$ cat src/rtl/b2_serial_incrementer.sv
// b2_serial_incrementer: bit-serial X + CIN through one half-adder cell, LSB first.
// Result and final carry are published only on the completion edge.
module b2_serial_incrementer #(
    parameter int N = 8
) (
    input  logic         clock,
    input  logic         reset_,
    input  logic         soc,
    input  logic [N-1:0] x,
    input  logic         cin,
    output logic         eoc,
    output logic [N-1:0] s,
    output logic         cout
);
    localparam int CW = $clog2(N + 1);

    typedef enum logic [1:0] {IDLE, RUN, DONE} state_t;

    state_t        state, state_next;
    logic [N-1:0]  opr, res, res_next;
    logic [CW-1:0] cnt;
    logic          carry, sum, carry_out, last;

    always_comb begin
        sum        = opr[0] ^ carry;
        carry_out  = opr[0] & carry;
        res_next   = (res >> 1) | (N'(sum) << (N - 1));
        last       = cnt == CW'(1);
        state_next = state;
        state_next = (state == IDLE) ? (soc ? RUN : IDLE) :
                     (state == RUN)  ? (last ? DONE : RUN) :
                                       (soc ? DONE : IDLE);
    end

    assign eoc = state != RUN;

    // s/cout are loaded only when the last bit lands, never bit by bit
    always_ff @(posedge clock or negedge reset_) begin
        if (!reset_) begin
            state <= IDLE;
            opr   <= '0;
            res   <= '0;
            carry <= 1'b0;
            cnt   <= '0;
            s     <= '0;
            cout  <= 1'b0;
        end else begin
            state <= state_next;
            if (state == IDLE && soc) begin
                opr   <= x;
                carry <= cin;
                cnt   <= CW'(N);
                res   <= '0;
            end else if (state == RUN) begin
                opr   <= opr >> 1;
                carry <= carry_out;
                cnt   <= cnt - CW'(1);
                res   <= res_next;
                if (last) begin
                    s    <= res_next;
                    cout <= carry_out;
                end
            end
        end
    end
endmodule

$ cat config.mk
export PLATFORM = sky130hd
export DESIGN_NAME = b2_serial_incrementer
export DESIGN_NICKNAME = d
export VERILOG_FILES = /design/src/rtl/b2_serial_incrementer.sv
export SDC_FILE = /design/constraint.sdc
export NUM_CORES = 1
export LEC_CHECK = 0
export ABC_CLOCK_PERIOD_IN_PS = 1900
export BUFFER_PORTS_ARGS = -buffer_cell sky130_fd_sc_hd__buf_2
export CAP_MARGIN = 40
export CORE_MARGIN = 2
export CORE_UTILIZATION = 50
export CTS_CLUSTER_DIAMETER = 100
export DETAILED_ROUTE_END_ITERATION = 7
export PLACE_DENSITY = 0.7
export SETUP_SLACK_MARGIN = 0.2
export SYNTH_ARGS = -nofsm -noshare
export SYNTH_HDL_FRONTEND = slang
export SYNTH_SLANG_ARGS = --single-unit
$ cat constraint.sdc
create_clock -name clock -period 1.9 [get_ports clock]
set_input_delay 0.19 -clock clock [delete_from_list [all_inputs] [get_ports clock]]
set_output_delay 0.19 -clock clock [all_outputs]
set_load 0.005 [all_outputs]
==> results of run 1 <==
==> worst reg2reg max path: stages (launching register included) <==
cell     delay, ps
dfrtp_1        530
nor2b_4        270
and3_4         350
mux2_4         320
==> logic make-up (layout without fill, tap and decap cells) <==
family                   Yosys count  in the layout
AND/OR/NAND/NOR                   17             17
buffers and inverters             11             37
AO/OA/AOI/OAI                     32             32
multiplexers                      10             10
adder cells (fa/ha/maj)            3              3
flip-flops                        31             31
==> cell type report <==
type | count | area, um^2
Timing Repair Buffer | 25 | 138
Sequential cell | 31 | 776
Clock buffer | 8 | 68.8
Fill cell | 216 | 968
Multi-Input combinational cell | 62 | 497
Inverter | 4 | 15.0
Tap cell | 30 | 37.5
==> flip-flops by register name (all words and copies together) (netlist names) <==
signal,flops
carry,1
cnt,4
cout,1
opr,8
res,7
s,8
state,2
==> timing repair <==
action | 4_1_cts | 5_1_grt
hold buffers | 1 | 0
setup buffers | 0 | 0
endpoints found under the hold margin | 31 | 0
==> power breakdown <==
group | leakage, nW | switching [mW] | total (mW) | internal (mW)
Clock | 0.0386 | 0.208 | 0.425 | 0.217
Combinational | 0.328 | 0.393 | 0.827 | 0.434
Sequential | 0.405 | 0.178 | 1.08 | 0.901
Total | 0.772 | 0.778 | 2.33 | 1.55
==> synthesized netlist by cell type (all sizes together) <==
cell    count
a211o       1
a22oi       8
or3         1
buf         2
mux2        9
dfrtp      31
a31oi       1
nor2        1
o21bai      1
nand2b      1
a21o        1
inv         4
and3        1
nand2      11
o21ai      11
a32o        1
a22o        8
nor2b       2
ha          3
mux2i       1
clkbuf      5
==> metal layers <==
layer	vias up	track usage
li1	421	-
met1	424	0.208
met2	21	0.230
met3	5	0.0628
met4	0	0.0836
met5	-	0
==> how the worst min path moves through the flow <==
stage	from	end	slack, ps	cells past startpoint
finish	soc	state[1]$_DFF_PN0_	100	2
CTS	soc	state[1]$_DFF_PN0_	80	2
detailed placement	reset_	s[2]$_DFFE_PN0P_	260	1
global placement	reset_	s[2]$_DFFE_PN0P_	260	1
floorplan	reset_	carry$_DFFE_PN0P_	-110	0
global route	soc	state[1]$_DFF_PN0_	100	2
==> cells in the final DEF (no fill, tap or decap), types with 3 or more instances in the layout <==
| cell type | Yosys | routed |
|---|---|---|
| dfrtp_1 | 31 | 31 |
| buf_2 | 0 | 21 |
| nand2_1 | 11 | 11 |
| o21ai_0 | 11 | 11 |
| mux2_4 | 9 | 9 |
| a22oi_1 | 8 | 8 |
| a22o_1 | 8 | 8 |
| clkbuf_4 | 0 | 5 |
| inv_1 | 4 | 4 |
| ha_1 | 3 | 3 |
| buf_4 | 0 | 3 |
==> metrics by stage <==
stage / total power, mW / worst slack [ps] / hold WS [ps]
2_1_floorplan: 1.73 / 537 / -106
5_1_grt: 2.53 / 221 / 99.6
3_3_place_gp: 1.89 / 373 / 256
3_5_place_dp: 1.93 / 320 / 264
4_1_cts: 2.37 / 295 / 84.6
6_report: 2.33 / 312 / 99.7
==> summary.md, run 1 <==
| Metric | Value |
|---|---|
| Mapped cell area | `about 1300 um^2` |
| Post-synth top area cell | `dfrtp_1` |
| Main combinational cell family by area after synthesis | `compound AO/OA/AOI/OAI gates` |
| Vias per Instance | `between 5 and 6` |
| Critical path class | `reg2reg` |
| Clock latency on the worst-skew pair | `~320 ps` |
| GRT overflow | `0` |
| Initial antenna violation count | `0` |
| Slew headroom | `0.553` |
| Synth warn | `0` |
| Largest net degree at the start of global routing | `32` |
| DRT antenna net count | `0` |
| WP depth | `3` |
| Wl on met1 | `around 990 um` |
| Clk pin slew, worst setup/hold paths | `approximately 90 ps` |
| Final GP Congestion | `about 0.71` |
| Hold Path Class | `in2reg` |
| DRC Markers | `0` |
| Port bufs | `21` |
| Placed cell count | `approximately 150` |
| Area contributors post-synth | `dfrtp_1, mux2_4, a22o_1` |
| H-tree depth | `2` |
| Fin util | `0.613` |
| Antenna fix cells | `0` |
| WP data arrival | `1800 ps` |
| Endpoints failing setup | `0` |
| First drt pass iteration count | `4` |
| Die Ht | `55.7 um` |
| Sink Count | `31` |
| DR top layer | `met4` |
| First-pass GRT wire length | `3660 um` |
| CTS buffer count | `5` |
| Crit path cell chain | `nor2b_4 > and3_4 > mux2_4` |
| Power density over the cells | `between 1500 and 2000 nW/um^2` |
| Drt initial violations | `15` |
| Vias | `slightly below 900` |
| MaxCap Viol Count | `0` |
| Setup TNS | `0 ps` |
| #FFs+latches synth | `31` |
| Wire per inst | `between 10 and 15 um` |
| Worst setup path endpoint | `s[0]$_DFFE_PN0P_` |
| Core Area | `around 2500 um^2` |
| Met2 Wirelength | `1010 um` |
| FP Rows | `18` |
| Minimum clock period | `approximately 1600 ps` |
| Critical path launch point type | `flop` |
| Vias in the first global route | `roughly 800` |
| Final Non-Filler Cells | `160` |
| Worst path max stage delay | `approximately 530 ps` |
| Final instance area | `between 1500 and 2000 um^2` |
| All-Layer GR Usage | `0.160` |
| Adder-Cell Fraction of Synth Area | `0.0281` |
| Slowest-stage cell, CP | `dfrtp_1` |
| Area growth, synth to finish | `14.5%` |
| FF-to-FF Start | `state[1]$_DFF_PN0_` |
| DIE WIDTH | `between 50 and 60 um` |
| Synth Area in Compound Gates | `0.168` |
| Final Hold Vio Count | `0` |
| Slew Viols, Final | `0` |
| Layout cells sized above 1 | `0.323` |
| Placed cell area | `1450 um^2` |
| LEAKAGE | `0.772 nW` |
| Post-Synth Simple-Gate Area | `0.0664` |
| Placed wire-length estimate | `roughly 1500 um` |
| Resized Gates After CTS | `0` |
| RSZ-0062 raised after global routing | `false` |
| Register area share after synthesis | `0.580` |
| Crit path from | `state[1]$_DFF_PN0_` |
| Syn nets | `~120` |
| Yosys cell types | `23` |
| Outcome | `finished clean` |
| Crit path max-delay family | `simple AND/OR/NAND/NOR gates` |
| Crit-path max FO | `13` |
| CP bufs+invs | `0` |
| R2R cell count | `3` |
| Crit path capture type | `flop` |
| Maximum vdd drop | `0.769 mV` |
| RR Endpoint | `s[0]$_DFFE_PN0P_` |
| Xor-xnor portion of the synthesized cell area | `0` |
| Root buffer cell | `clkbuf_4` |
| FMAX | `630 MHz` |
| Internal reg-to-reg setup slack | `310 ps` |
| Area share of the largest cell type after synthesis | `0.580` |
| Detailed Route WL | `roughly 2200 um` |
| CTS tree | `yes` |
| Critical path required time | `2110 ps` |
| Gate Count Post-Synth | `around 100` |
| Mux contribution to synthesized area | `0.109` |
| Die area | `3100 um^2` |
| # nets final | `144` |
| Layout Skew | `about 4.5 ps` |
| Period utilization | `0.836` |
| Slew @ Worst Pin | `about 670 ps` |
| Starting density of the core | `0.535` |
| IO Count | `22` |
| Met3 WL post-DR | `135 um` |
| Syn_area_per_cell | `12.9 um^2` |
| Max Buffers Root-to-Sink | `2` |
Power figures use the tool's default switching activity.
==> run 2, diff against run 1 <==
--- a/config.mk
+++ b/config.mk
@@ -5,14 +5,14 @@
 export SDC_FILE = /design/constraint.sdc
 export NUM_CORES = 1
 export LEC_CHECK = 0
-export ABC_CLOCK_PERIOD_IN_PS = 1900
+export ABC_CLOCK_PERIOD_IN_PS = 1340
 export BUFFER_PORTS_ARGS = -buffer_cell sky130_fd_sc_hd__buf_2
 export CAP_MARGIN = 40
 export CORE_MARGIN = 2
-export CORE_UTILIZATION = 50
+export CORE_UTILIZATION = 49
 export CTS_CLUSTER_DIAMETER = 100
 export DETAILED_ROUTE_END_ITERATION = 7
-export PLACE_DENSITY = 0.7
+export PLACE_DENSITY = 0.72
 export SETUP_SLACK_MARGIN = 0.2
 export SYNTH_ARGS = -nofsm -noshare
 export SYNTH_HDL_FRONTEND = slang
==> constraint.sdc (replaced) <==
create_clock -name clock -period 1.34 [get_ports clock]
set_input_delay 0.134 -clock clock [delete_from_list [all_inputs] [get_ports clock]]
set_output_delay 0.134 -clock clock [all_outputs]
set_load 0.005 [all_outputs]
==> run 2 against run 1 <==
Compared with the run above:
- non-clock buffer count grew 14
- sequential power grew 42%
- clock power grew 27%
- setup slack worse by 300 ps
- clock skew increased by 2.4 ps
- global-route usage is 2.9 points higher
- wire length rose by 22%
- maximum frequency up 20%
- clock-buffer cell count down 2
- core utilization up 7.1 points
- highest routed layer unchanged
==> summary.md, run 2 (synthesized netlist as in run 1, its figures left out) <==
| Metric | Value |
|---|---|
| Outcome | `finished clean (unchanged)` |
| Die area | `3160 um^2 (was 3100 um^2)` |
| Final Worst Setup Slack | `15.2 ps (was 312 ps)` |
| Maximum vdd drop | `1.54 mV (was 0.769 mV)` |
| Clk pin slew, worst setup/hold paths | `90 ps (about the same)` |
| Period utilization | `0.989 (was 0.836)` |
| CTS tree | `yes (unchanged)` |
| RSZ-0062 raised after global routing | `true (was false)` |
| Critical path required time | `1550 ps (was 2110 ps)` |
| Root buffer cell | `clkbuf_4 (unchanged)` |
| Power density over the cells | `2290 nW/um^2 (was 1520 nW/um^2)` |
| FMAX | `755 MHz (was 630 MHz)` |
| Detailed Route WL | `2660 um (was 2180 um)` |
| Vias per Instance | `5.52 (was 5.44)` |
| Drt initial violations | `31 (was 15)` |
| LEAKAGE | `0.860 nW (was 0.772 nW)` |
| Critical path launch point type | `flop (unchanged)` |
| Vias | `961 (was 871)` |
| Final Hold Slack | `64.9 ps (was 99.7 ps)` |
| Core Area | `2520 um^2 (was 2500 um^2)` |
| Slew Viols, Final | `0 (unchanged)` |
| Wire per inst | `15.3 um (was 13.6 um)` |
| Initial antenna violation count | `0 (unchanged)` |
| Pre-CTS WS | `-29.2 ps (was 320 ps)` |
| Area growth, synth to finish | `29.0% (was 14.5%)` |
| All-Layer GR Usage | `0.189 (was 0.160)` |
| WP data arrival | `1530 ps (was 1800 ps)` |
| Biggest regs | `opr (8), s (8), res (7) (unchanged)` |
| Switching Share | `0.345 (was 0.334)` |
| Slew @ Worst Pin | `671 ps (about the same)` |
| Most common cell after layout, fill and taps aside | `dfrtp_1 (unchanged)` |
| Critical path class | `reg2reg (unchanged)` |
| CTS buffer count | `5 (unchanged)` |
| First-pass GRT wire length | `4490 um (was 3660 um)` |
| Crit-path max FO | `5 (was 13)` |
| Layout Skew | `6.95 ps (was 4.51 ps)` |
| Hold Path Class | `in2reg (unchanged)` |
| Die Ht | `56.2 um (was 55.7 um)` |
| MaxCap Viol Count | `0 (unchanged)` |
| H-tree depth | `2 (unchanged)` |
| Antenna fix cells | `0 (unchanged)` |
| Final Hold Vio Count | `0 (unchanged)` |
| DIE WIDTH | `56.2 um (was 55.7 um)` |
| R2R cell count | `4 (was 3)` |
| # nets final | `159 (was 144)` |
| First drt pass iteration count | `5 (was 4)` |
| Final GP Congestion | `0.769 (was 0.712)` |
| Crit path capture type | `flop (unchanged)` |
| Slew headroom | `0.552 (was 0.553)` |
| Most frequent cells in the layout | `dfrtp_1, buf_2, nand2_1 (was dfrtp_1, buf_2, nand2_1, o21ai_0, mux2_4)` |
| Minimum clock period | `1320 ps (was 1590 ps)` |
| Layout cells sized above 1 | `0.465 (was 0.323)` |
| DRT antenna net count | `0 (unchanged)` |
| Starting density of the core | `0.530 (was 0.535)` |
| Comb pwr share | `0.476 (was 0.355)` |
| Sw power | `1.36 mW (was 778 uW)` |
| Hold path depth | `2 (unchanged)` |
| Register share of total power | `0.387 (was 0.463)` |
| Number of fill cells in the layout | `189 (was 216)` |
| Sink Count | `31 (unchanged)` |
| Port bufs | `21 (unchanged)` |
| GRT overflow | `0 (unchanged)` |
| DRC Markers | `0 (unchanged)` |
| Clock latency on the worst-skew pair | `320 ps (about the same)` |
| Placed wire-length estimate | `1710 um (was 1460 um)` |
| Largest net degree at the start of global routing | `32 (unchanged)` |
| FP Rows | `18 (unchanged)` |
| Clock network power share | `0.137 (was 0.182)` |
| Max Buffers Root-to-Sink | `2 (unchanged)` |
| Endpoints failing setup | `0 (unchanged)` |
| Vias in the first global route | `970 (was 796)` |
| Int Pwr | `2.58 mW (was 1.55 mW)` |
| IO Count | `22 (unchanged)` |
-- run 2: timing repair --
item | 4_1_cts | 5_1_grt
hold buffers | 1 | 0
resized for setup | 21 | 12
endpoints found under the hold margin | 31 | 0
endpoints found under the setup margin | 31 | 30
gates cloned | 1 | 0
setup buffers | 4 | 2
pin swaps | 6 | 3
-- run 2: worst paths after layout --
check,end,slack (ps),startpoint
max reg2reg,s[4]$_DFFE_PN0P_,20,cnt[1]$_DFFE_PN0P_
min,opr[7]$_DFFE_PN0P_,60,x[7]
min reg2reg,carry$_DFFE_PN0P_,500,carry$_DFFE_PN0P_
max,s[4]$_DFFE_PN0P_,20,cnt[1]$_DFFE_PN0P_
max in group asynchronous,state[1]$_DFF_PN0_,500,reset_
min in group asynchronous,s[1]$_DFFE_PN0P_,370,reset_
-- run 2: area by class of cell --
type	count	area [um^2]	share of cell area
Inverter	4	20.0	0.0116
Timing Repair Buffer	39	283	0.164
Clock buffer	6	51.3	0.0297
Multi-Input combinational cell	63	552	0.320
Clock inverter	1	5.00	0.00290
Sequential cell	31	777	0.450
Tap cell	30	37.5	0.0218
-- run 2: through the flow --
| stage | util | instances | cell area (um^2) | total power [mW] | TNS, ps |
|---|---|---|---|---|---|
| 6_report | 0.684 | 174 | 1730 | 3.94 | 0 |
| 5_1_grt | 0.684 | 174 | 1730 | 4.23 | -191 |
| 4_1_cts | 0.669 | 172 | 1690 | 3.83 | 0 |
| 3_5_place_dp | 0.600 | 159 | 1510 | 2.94 | -160 |
| 3_3_place_gp | 0.600 | 159 | 1510 | 2.86 | 0 |
| 2_1_floorplan | - | 104 | 1340 | 2.45 | -143 |
-- run 2: critical path: stages (launching register included) --
cell and delay, ps:
dfrtp_1 420, inv_2 90, ha_4 140, and3_4 240, mux2_4 310
-- run 2: power by group through the flow --
stage / sequential, mW / clock (mW) / combinational [mW]
after floorplan: 1.49 / 0 / 0.958
after global placement: 1.49 / 0 / 1.37
after detailed placement: 1.51 / 0 / 1.43
after CTS: 1.52 / 0.557 / 1.76
after global routing: 1.57 / 0.590 / 2.06
final: 1.53 / 0.540 / 1.88
-- run 2: routing by layer --
| metal | routed length, um | track usage | vias to the layer above | share of wire |
|---|---|---|---|---|
| met1 | 1160 | 0.245 | 473 | 0.44 |
| met2 | 1320 | 0.287 | 29 | 0.50 |
| met3 | 125 | 0.0442 | 7 | 0.047 |
| met5 | 0 | 0 | - | 0 |
| met4 | 48 | 0.109 | 0 | 0.018 |
| li1 | - | - | 452 | - |
